$ cat config.mk
export PLATFORM = sky130hd
export DESIGN_NAME = reg_file_wb
export DESIGN_NICKNAME = d
export VERILOG_FILES = /design/src/rtl/reg_file_wb.sv
export SDC_FILE = /design/constraint.sdc
export NUM_CORES = 1
export LEC_CHECK = 0
export ABC_AREA = 1
export CAP_MARGIN = 20
export CORE_ASPECT_RATIO = 0.75
export CORE_MARGIN = 1
export CORE_UTILIZATION = 30
export CTS_BUF_LIST = sky130_fd_sc_hd__clkbuf_4
export DETAILED_ROUTE_END_ITERATION = 12
export GPL_ROUTABILITY_DRIVEN = 0
export GPL_TIMING_DRIVEN = 1
export HOLD_SLACK_MARGIN = 0.08
export PLACE_DENSITY = 0.53
export RECOVER_POWER = 100
export SLEW_MARGIN = 10
export SYNTH_ARGS = -nofsm -noshare
export SYNTH_HDL_FRONTEND = slang
export SYNTH_SLANG_ARGS = --single-unit
$ cat constraint.sdc
create_clock -name CLK -period 2.4 [get_ports CLK]
set_clock_uncertainty 0.15 [all_clocks]
set_input_delay 0.72 -clock CLK [delete_from_list [all_inputs] [get_ports CLK]]
set_output_delay 0.72 -clock CLK [all_outputs]
set_load 0.02 [all_outputs]
$ cat src/rtl/reg_file_wb.sv
// Write-back stage and register file for the 8-bit CPU: one-entry write-back
// register, NREGS x DATA_W array, two asynchronous read ports with forwarding.
module reg_file_wb #(
   parameter int DATA_W = 8,
   parameter int ADDR_W = 3,
   parameter int NREGS  = 8,
   parameter int BYPASS = 1
) (
   input  logic              CLK,
   input  logic              RESET,
   input  logic [DATA_W-1:0] IN,
   input  logic [ADDR_W-1:0] INADDRESS,
   input  logic              WRITE,
   input  logic              ZERO_IN,
   input  logic [ADDR_W-1:0] OUT1ADDRESS,
   input  logic [ADDR_W-1:0] OUT2ADDRESS,
   output logic [DATA_W-1:0] OUT1,
   output logic [DATA_W-1:0] OUT2,
   output logic              ZERO_FLAG,
   output logic              PENDING
);

   logic [DATA_W-1:0] regs [NREGS];
   logic [DATA_W-1:0] wb_data;
   logic [ADDR_W-1:0] wb_addr;
   logic              wb_valid;
   logic              zero_flag;

   // Commit of the old entry and capture of the new one share the same edge,
   // so consecutive writes stream at one per cycle.
   always_ff @(posedge CLK) begin
      if (RESET) begin
         // NOTE: the array is reset here on purpose; the CPU expects every register to read zero after reset, which costs a clear on each flop.
         for (int i = 0; i < NREGS; i++) begin
            regs[i] <= '0;
         end
         wb_valid  <= 1'b0;
         wb_data   <= '0;
         wb_addr   <= '0;
         zero_flag <= 1'b0;
      end else begin
         // NOTE: non-blocking assignments make commit read the pre-edge entry while capture loads the new one.
         if (wb_valid) begin
            regs[wb_addr] <= wb_data;
         end
         if (WRITE) begin
            wb_data   <= IN;
            wb_addr   <= INADDRESS;
            wb_valid  <= 1'b1;
            zero_flag <= ZERO_IN;
         end else begin
            wb_valid  <= 1'b0;
         end
      end
   end

   // An unknown write strobe is a bug upstream; the else-branch above drops it.
   write_known_a : assert property (@(posedge CLK) disable iff (RESET) !$isunknown(WRITE))
      else $error("reg_file_wb: WRITE is X/Z at posedge CLK");

   always_comb begin
      // NOTE: both outputs get a default first so no path through this block can infer a latch.
      OUT1 = regs[OUT1ADDRESS];
      OUT2 = regs[OUT2ADDRESS];
      if (BYPASS != 0 && wb_valid) begin
         if (wb_addr == OUT1ADDRESS) OUT1 = wb_data;
         if (wb_addr == OUT2ADDRESS) OUT2 = wb_data;
      end
   end

   assign ZERO_FLAG = zero_flag;
   assign PENDING   = wb_valid;

endmodule
==> results of run 1 <==
report_power, final:
group	switching, mW	leakage [nW]	internal, mW	total, mW
Combinational	0.437	1.56	0.283	0.721
Clock	0.490	0.0724	0.327	0.817
Sequential	0.0494	0.776	1.50	1.55
Total	0.977	2.41	2.11	3.09
worst register-to-register path, cell delays in order (launching register included):
cell	delay, ns
dfxtp_2	0.45
buf_4	0.14
inv_1	0.04
nor2_1	0.35
nand2_1	0.22
nand2_1	0.10
clkbuf_2	0.22
repair_timing:
item | 4_1_cts | 5_1_grt
resized for setup | 199 | 13
pin swaps | 30 | 11
cloned | 2 | 0
endpoints found under the setup margin | 17 | 16
buffers inserted | 5 | 0
placed cells by master (no fill, tap or decap), types with 4 or more instances in the layout:
| cell | instances |
|---|---|
| a21oi_1 | 11 |
| buf_12 | 5 |
| buf_2 | 5 |
| buf_4 | 31 |
| buf_6 | 28 |
| clkbuf_1 | 10 |
| clkbuf_2 | 4 |
| clkbuf_4 | 10 |
| clkdlybuf4s50_1 | 13 |
| dfxtp_1 | 9 |
| edfxtp_1 | 64 |
| inv_1 | 11 |
| inv_2 | 17 |
| inv_4 | 6 |
| nand2_1 | 150 |
| nand2_2 | 37 |
| nand2_4 | 9 |
| nand3_1 | 95 |
| nand3_2 | 16 |
| nor2_1 | 73 |
| o21ai_0 | 12 |
cells by family (layout without fill, tap and decap cells):
group	count (synthesis)	in the layout	share of synthesized area (%)
AOI/OAI and AO/OA	23	23	2.63
and+or+nand+nor	386	387	38.9
buffers and inverters	72	154	8.61
DFF	77	77	49.9
per-layer routing:
layer	track usage (%)	vias to the layer above	routed length [um]
li1	-	1976	-
met1	31.5	2035	6730
met2	32.3	250	6470
met3	6.94	28	2200
met4	6.30	2	282
met5	4.21	-	79
area by class of cell:
type	count	area share [%]
clock buffers	10	1.32
clock inverters	6	1.12
inverters	38	3.25
multi-input cells	410	35.4
flip-flops and latches	77	38.5
well taps	195	4.29
repair buffers	100	16.1
state kept, by name (all words and copies together) (netlist names):
signal	count
wb_addr	3
regs	64
wb_data	8
PENDING	1
ZERO_FLAG	1
final timing paths:
check | endpoint | slack (ns) | cells past startpoint
setup / recovery | OUT1[1] | -0.21 | 10
hold / removal | ZERO_FLAG$_SDFFE_PP0P_ | 0.38 | 2
setup reg to reg | regs[3][5]$_SDFFCE_PN0P_ | 0.45 | 6
hold reg to reg | ZERO_FLAG$_SDFFE_PP0P_ | 0.38 | 2
stage by stage:
stage / setup slack [ns] / hold slack [ns] / utilization, % / std cells / setup TNS [ns]
after floorplan: 0.00578 / 0.363 / - / 558 / 0
after global placement: -1.15 / 0.334 / 38.2 / 813 / -18.33
final: -0.212 / 0.378 / 40.7 / 836 / -3.12
after CTS: -0.229 / 0.376 / 41.4 / 836 / -3.41
after detailed placement: -1.16 / 0.340 / 38.2 / 813 / -18.49
after global routing: -0.318 / 0.449 / 40.7 / 836 / -4.81
==> flow_metrics.env, run 1 <==
export IMPL_ff_latch_area_mm2=0.00219
export IMPL_drv_slew=0
export IMPL_area_delta_synth_final_pct=30.1
export IMPL_hold_violations=0
export IMPL_synthTopCellsByCount="175 x nand2_1, 112 x nand3_1, 72 x nor2_1, 64 x edfxtp_1, 27 x inv_1"
export IMPL_final_nets=657
export IMPL_antenna_cells=0
export IMPL_synth_edf_count=64
export IMPL_fillers=1465
export IMPL_synth_seq_cells=77
export IMPL_layout_drive_gt1_share_pct=29.5
export IMPL_fin_area_mm2=0.00569
export IMPL_crit_path_max_fanout=8
export IMPL_row_count=37
export IMPL_ir_worst_vdd_mv=0.226
export IMPL_crit_buf_inv=4
export IMPL_ys_seq_area_share_pct=49.9
export IMPL_hold_buffers=0
export IMPL_p_total_mw=3.09
export IMPL_worst_setup_path_type="reg2out"
export IMPL_rsz0062_at_grt="yes"
export IMPL_antenna_found_initial=0
export IMPL_drv_cap=0
export IMPL_synth_most_common_cell="nand2_1"
export IMPL_cp_end_kind="primary output"
export IMPL_grt_overflow=0
export IMPL_netlist_instances=558
export IMPL_status="complete, but fails checks"
export IMPL_yosys_warnings=0
export IMPL_slew_headroom_pct=67.0
export IMPL_ant_nets=0
export IMPL_die_area_mm2=0.0151
export IMPL_clk_path_buf_depth=2
export IMPL_violations="negative setup slack"
export IMPL_max_stage_delay_ns=0.38
export IMPL_max_freq_mhz=383
export IMPL_min_delay_start="ZERO_FLAG$_SDFFE_PP0P_"
export IMPL_cts_max_level=3
export IMPL_worst_slack_ns=-0.212
export IMPL_finalSetupViolations=16
export IMPL_path_clk_slew_ns=0.13
export IMPL_async_reset_ff_share_pct=0
export IMPL_fin_crit_ns=2.61
export IMPL_grt_pass1_vias=4104
export IMPL_worst_pin_slew_ns=0.494
export IMPL_cpMaxStageDelayCell="dfxtp_4"
export IMPL_r2r_start="wb_addr[0]$_SDFFE_PP0P_"
export IMPL_grt_pass1_wl_mm=24.0
export IMPL_powerDensity_mw_per_mm2=543
export IMPL_die_x_um=141
export IMPL_io_buffers=38
export IMPL_syn_nets=579
export IMPL_drc=0
export IMPL_place_area_mm2=0.00534
export IMPL_synth_top_area_share_pct=43.9
export IMPL_drt_pass1_iterations=5
export IMPL_synthTopCellsByArea="edfxtp_1 44%, nand2_1 15%, nand3_1 13%, nor2_1 6.2%, dfxtp_1 6.0%"
export IMPL_crit_top_cell="nand2_2"
export IMPL_synth_top_area_cell="edfxtp_1"
export IMPL_cts_tree="done"
export IMPL_cts_root_buf="clkbuf_4"
export IMPL_drt_iter0_drc=505
export IMPL_hold_path_class="reg2reg"
export IMPL_core_mm2=0.0140
export IMPL_synth_cell_area_mm2=0.00437
export IMPL_multi_input_area_mm2=0.00201
export IMPL_clkLatencyLatePin_ns=0.46
export IMPL_cp_startpoint="wb_addr[1]$_SDFFE_PP0P_"
export IMPL_wl_per_cell_um=18.9
export IMPL_synth_flop_cell="edfxtp_1"
export IMPL_wirelength_mm=15.8
export IMPL_num_vias=4291
export IMPL_crit_chain="buf_6, nand2_2, nand2_2, nor2_4, nand2_4, inv_8, nand2_1, nand2_2, inv_2, buf_6"
export IMPL_critPathTopFamily="simple AND/OR/NAND/NOR gates"
export IMPL_grt_usage_pct=22.4
export IMPL_synth_cell_type_count=22
export IMPL_power_leakage_nw=2.41
export IMPL_viasPerCell=5.13
export IMPL_die_h_um=107
export IMPL_dp_hpwl_mm=11.8
export IMPL_avgSynthCellArea_um2=7.84
export IMPL_worstPathRequired_ns=1.53
export IMPL_grt_max_degree=33
export IMPL_initial_core_util_pct=31.3
export IMPL_cts_buffers=9
export IMPL_worstSetupStartpointType="register"
export IMPL_io_pins=39
export IMPL_fin_crit_sh_pct=109
export IMPL_arrival_ns=1.74
export IMPL_cts_sinks=77
No activity file was read; power rests on OpenSTA's default activity.
==> run 2: changes to the inputs <==
==> constraint.sdc (replaced) <==
create_clock -name CLK -period 2.7 [get_ports CLK]
set_clock_uncertainty 0.15 [all_clocks]
set_input_delay 0.81 -clock CLK [delete_from_list [all_inputs] [get_ports CLK]]
set_output_delay 0.81 -clock CLK [all_outputs]
set_load 0.02 [all_outputs]
==> run 2 against run 1 <==
  * Clock-buffer cell count rose by 1
  * Sequential cell count did not move
  * The run still ends with negative setup slack left
  * Hold slack got worse by 0.014 ns
  * Non-clock buffer count fell by 10
  * Final cell count fell by 1.1%
  * Utilization rose by 2.8 points
  * Total power fell by 5.4%
  * First-iteration DRC count fell by 9.7%
  * Final area rose by 6.9%
  * Largest cell class is now multi-input combinational cells
  * Register-to-register slack improved by 0.31 ns
  * Global-route usage rose by 0.67 points
==> flow_metrics.env, run 2 (synthesis results as in run 1) <==
export IMPL_status="complete, but fails checks"
export IMPL_violations="negative setup slack"
export IMPL_worst_setup_path_type="in2out"
export IMPL_hold_path_class="reg2reg"
export IMPL_max_freq_mhz=359
export IMPL_cts_max_level=3
export IMPL_area_delta_synth_final_pct=39.1
export IMPL_pre_cts_ws_ns=-1.10
export IMPL_cts_buffers=9
export IMPL_cts_sinks=77
export IMPL_arrival_ns=1.82
export IMPL_io_buffers=38
export IMPL_fillers=1403
export IMPL_viasPerCell=5.27
export IMPL_ant_nets=0
export IMPL_die_x_um=141
export IMPL_slew_headroom_pct=34.0
export IMPL_clkLatencyLatePin_ns=0.45
export IMPL_cts_root_buf="clkbuf_4"
export IMPL_p_total_mw=2.92
export IMPL_hold_violations=0
export IMPL_core_mm2=0.0140
export IMPL_cts_tree="done"
export IMPL_power_leakage_nw=2.56
export IMPL_worst_pin_slew_ns=0.990
export IMPL_drv_slew=0
export IMPL_wirelength_mm=16.7
export IMPL_fin_crit_sh_pct=103
export IMPL_final_common_cell="nand2_1"
export IMPL_multi_input_area_mm2=0.00230
export IMPL_regMostFlops="regs"
export IMPL_grt_pass1_wl_mm=24.6
export IMPL_powerDensity_mw_per_mm2=480
export IMPL_drc=0
export IMPL_p_int_mw=2.01
export IMPL_swShare_pct=31.0
export IMPL_io_pins=39
export IMPL_p_clk_share_pct=28.6
export IMPL_ir_worst_vdd_mv=0.225
export IMPL_crit_path_max_fanout=8
export IMPL_die_h_um=107
export IMPL_dp_hpwl_mm=11.7
export IMPL_path_clk_slew_ns=0.12
export IMPL_final_nets=648
export IMPL_initial_core_util_pct=31.3
export IMPL_rsz0062_at_grt="yes"
export IMPL_grt_max_degree=21
export IMPL_drv_cap=0
export IMPL_drt_iter0_drc=456
export IMPL_num_vias=4360
export IMPL_power_frac_seq_pct=47.1
export IMPL_worstRegToRegCells=5
export IMPL_grt_pass1_vias=4157
export IMPL_die_area_mm2=0.0151
export IMPL_timing_hold_ws_ns=0.365
export IMPL_largestRegisters="regs: 64 flops, wb_data: 8 flops, wb_addr: 3 flops"
export IMPL_largest_reg_flops=64
export IMPL_worst_slack_ns=-0.0817
export IMPL_antenna_found_initial=0
export IMPL_min_path_cells=2
export IMPL_post_route_util_pct=43.5
export IMPL_clk_path_buf_depth=2
export IMPL_hold_buffers=0
export IMPL_wl_per_cell_um=20.2
export IMPL_row_count=37
export IMPL_cp_end_kind="primary output"
export IMPL_antenna_cells=0
export IMPL_comb_power_share_pct=24.3
export IMPL_p_sw_mw=0.907
export IMPL_worstPathRequired_ns=1.74
export IMPL_layout_common_cells="134 x nand2_1, 73 x nor2_1, 64 x edfxtp_1"
export IMPL_fin_crit_ns=2.78
export IMPL_grt_overflow=0
export IMPL_layout_drive_gt1_share_pct=36.7
export IMPL_ff_latch_area_mm2=0.00219
export IMPL_drt_pass1_iterations=7
export IMPL_worstSetupStartpointType="input pin"
export IMPL_grt_usage_pct=23.0
export IMPL_finalSetupViolations=16
run 2: worst paths after layout:
check	slack (ns)	startpoint	end
worst min-delay path	0.36	ZERO_FLAG$_SDFFE_PP0P_	ZERO_FLAG$_SDFFE_PP0P_
worst max register to register	0.76	wb_addr[0]$_SDFFE_PP0P_	regs[3][2]$_SDFFCE_PN0P_
worst min register to register	0.36	ZERO_FLAG$_SDFFE_PP0P_	ZERO_FLAG$_SDFFE_PP0P_
worst max-delay path	-0.08	OUT1ADDRESS[0]	OUT1[2]
run 2: per-layer routing:
layer | part of all wire [%] | GRT usage [%] | vias to the layer above | wire, um
li1 | - | - | 1961 | -
met1 | 43 | 30.7 | 2077 | 7180
met2 | 43 | 35.0 | 277 | 7200
met3 | 12 | 7.93 | 45 | 1980
met4 | 2.2 | 7.07 | 0 | 363
met5 | 0 | 0 | - | 0
run 2: area by class of cell:
| type | count | share of cell area [%] |
|---|---|---|
| Tap cell | 195 | 4.01 |
| Sequential cell | 77 | 35.9 |
| Multi-Input combinational cell | 411 | 37.9 |
| Clock inverter | 5 | 1.40 |
| Timing Repair Buffer | 90 | 16.2 |
| Clock buffer | 11 | 1.36 |
| Inverter | 38 | 3.17 |
run 2: metrics by stage:
step           setup TNS, ns  instances  instance area, um2
2_1_floorplan              0        558                4370
3_3_place_gp          -16.48        802                5230
3_5_place_dp          -16.82        802                5230
4_1_cts               -0.457        826                5890
5_1_grt                -1.37        827                6080
6_report              -0.771        827                6080
run 2: worst max-delay path, cell delays in order:
cell      delay [ns]
buf_6           0.10
inv_6           0.06
nand2_2         0.06
nand2_2         0.07
nor2_4          0.18
nand2_4         0.13
clkinv_8        0.11
nand2_4         0.05
nand2_4         0.09
inv_2           0.04
buf_6           0.12
run 2: power by group through the flow:
stage	combinational, mW	clock (mW)	sequential (mW)
floorplan	0.307	0	1.38
global placement	0.554	0	1.40
detailed placement	0.557	0	1.40
CTS	0.651	0.847	1.37
global route	0.749	0.887	1.38
finish	0.709	0.835	1.38
run 2: timing repair:
action / CTS / global route
endpoints found under the setup margin: 16 / 16
pin swaps: 44 / 31
resized for setup: 225 / 65
buffers inserted: 2 / 1
cloned: 6 / 0
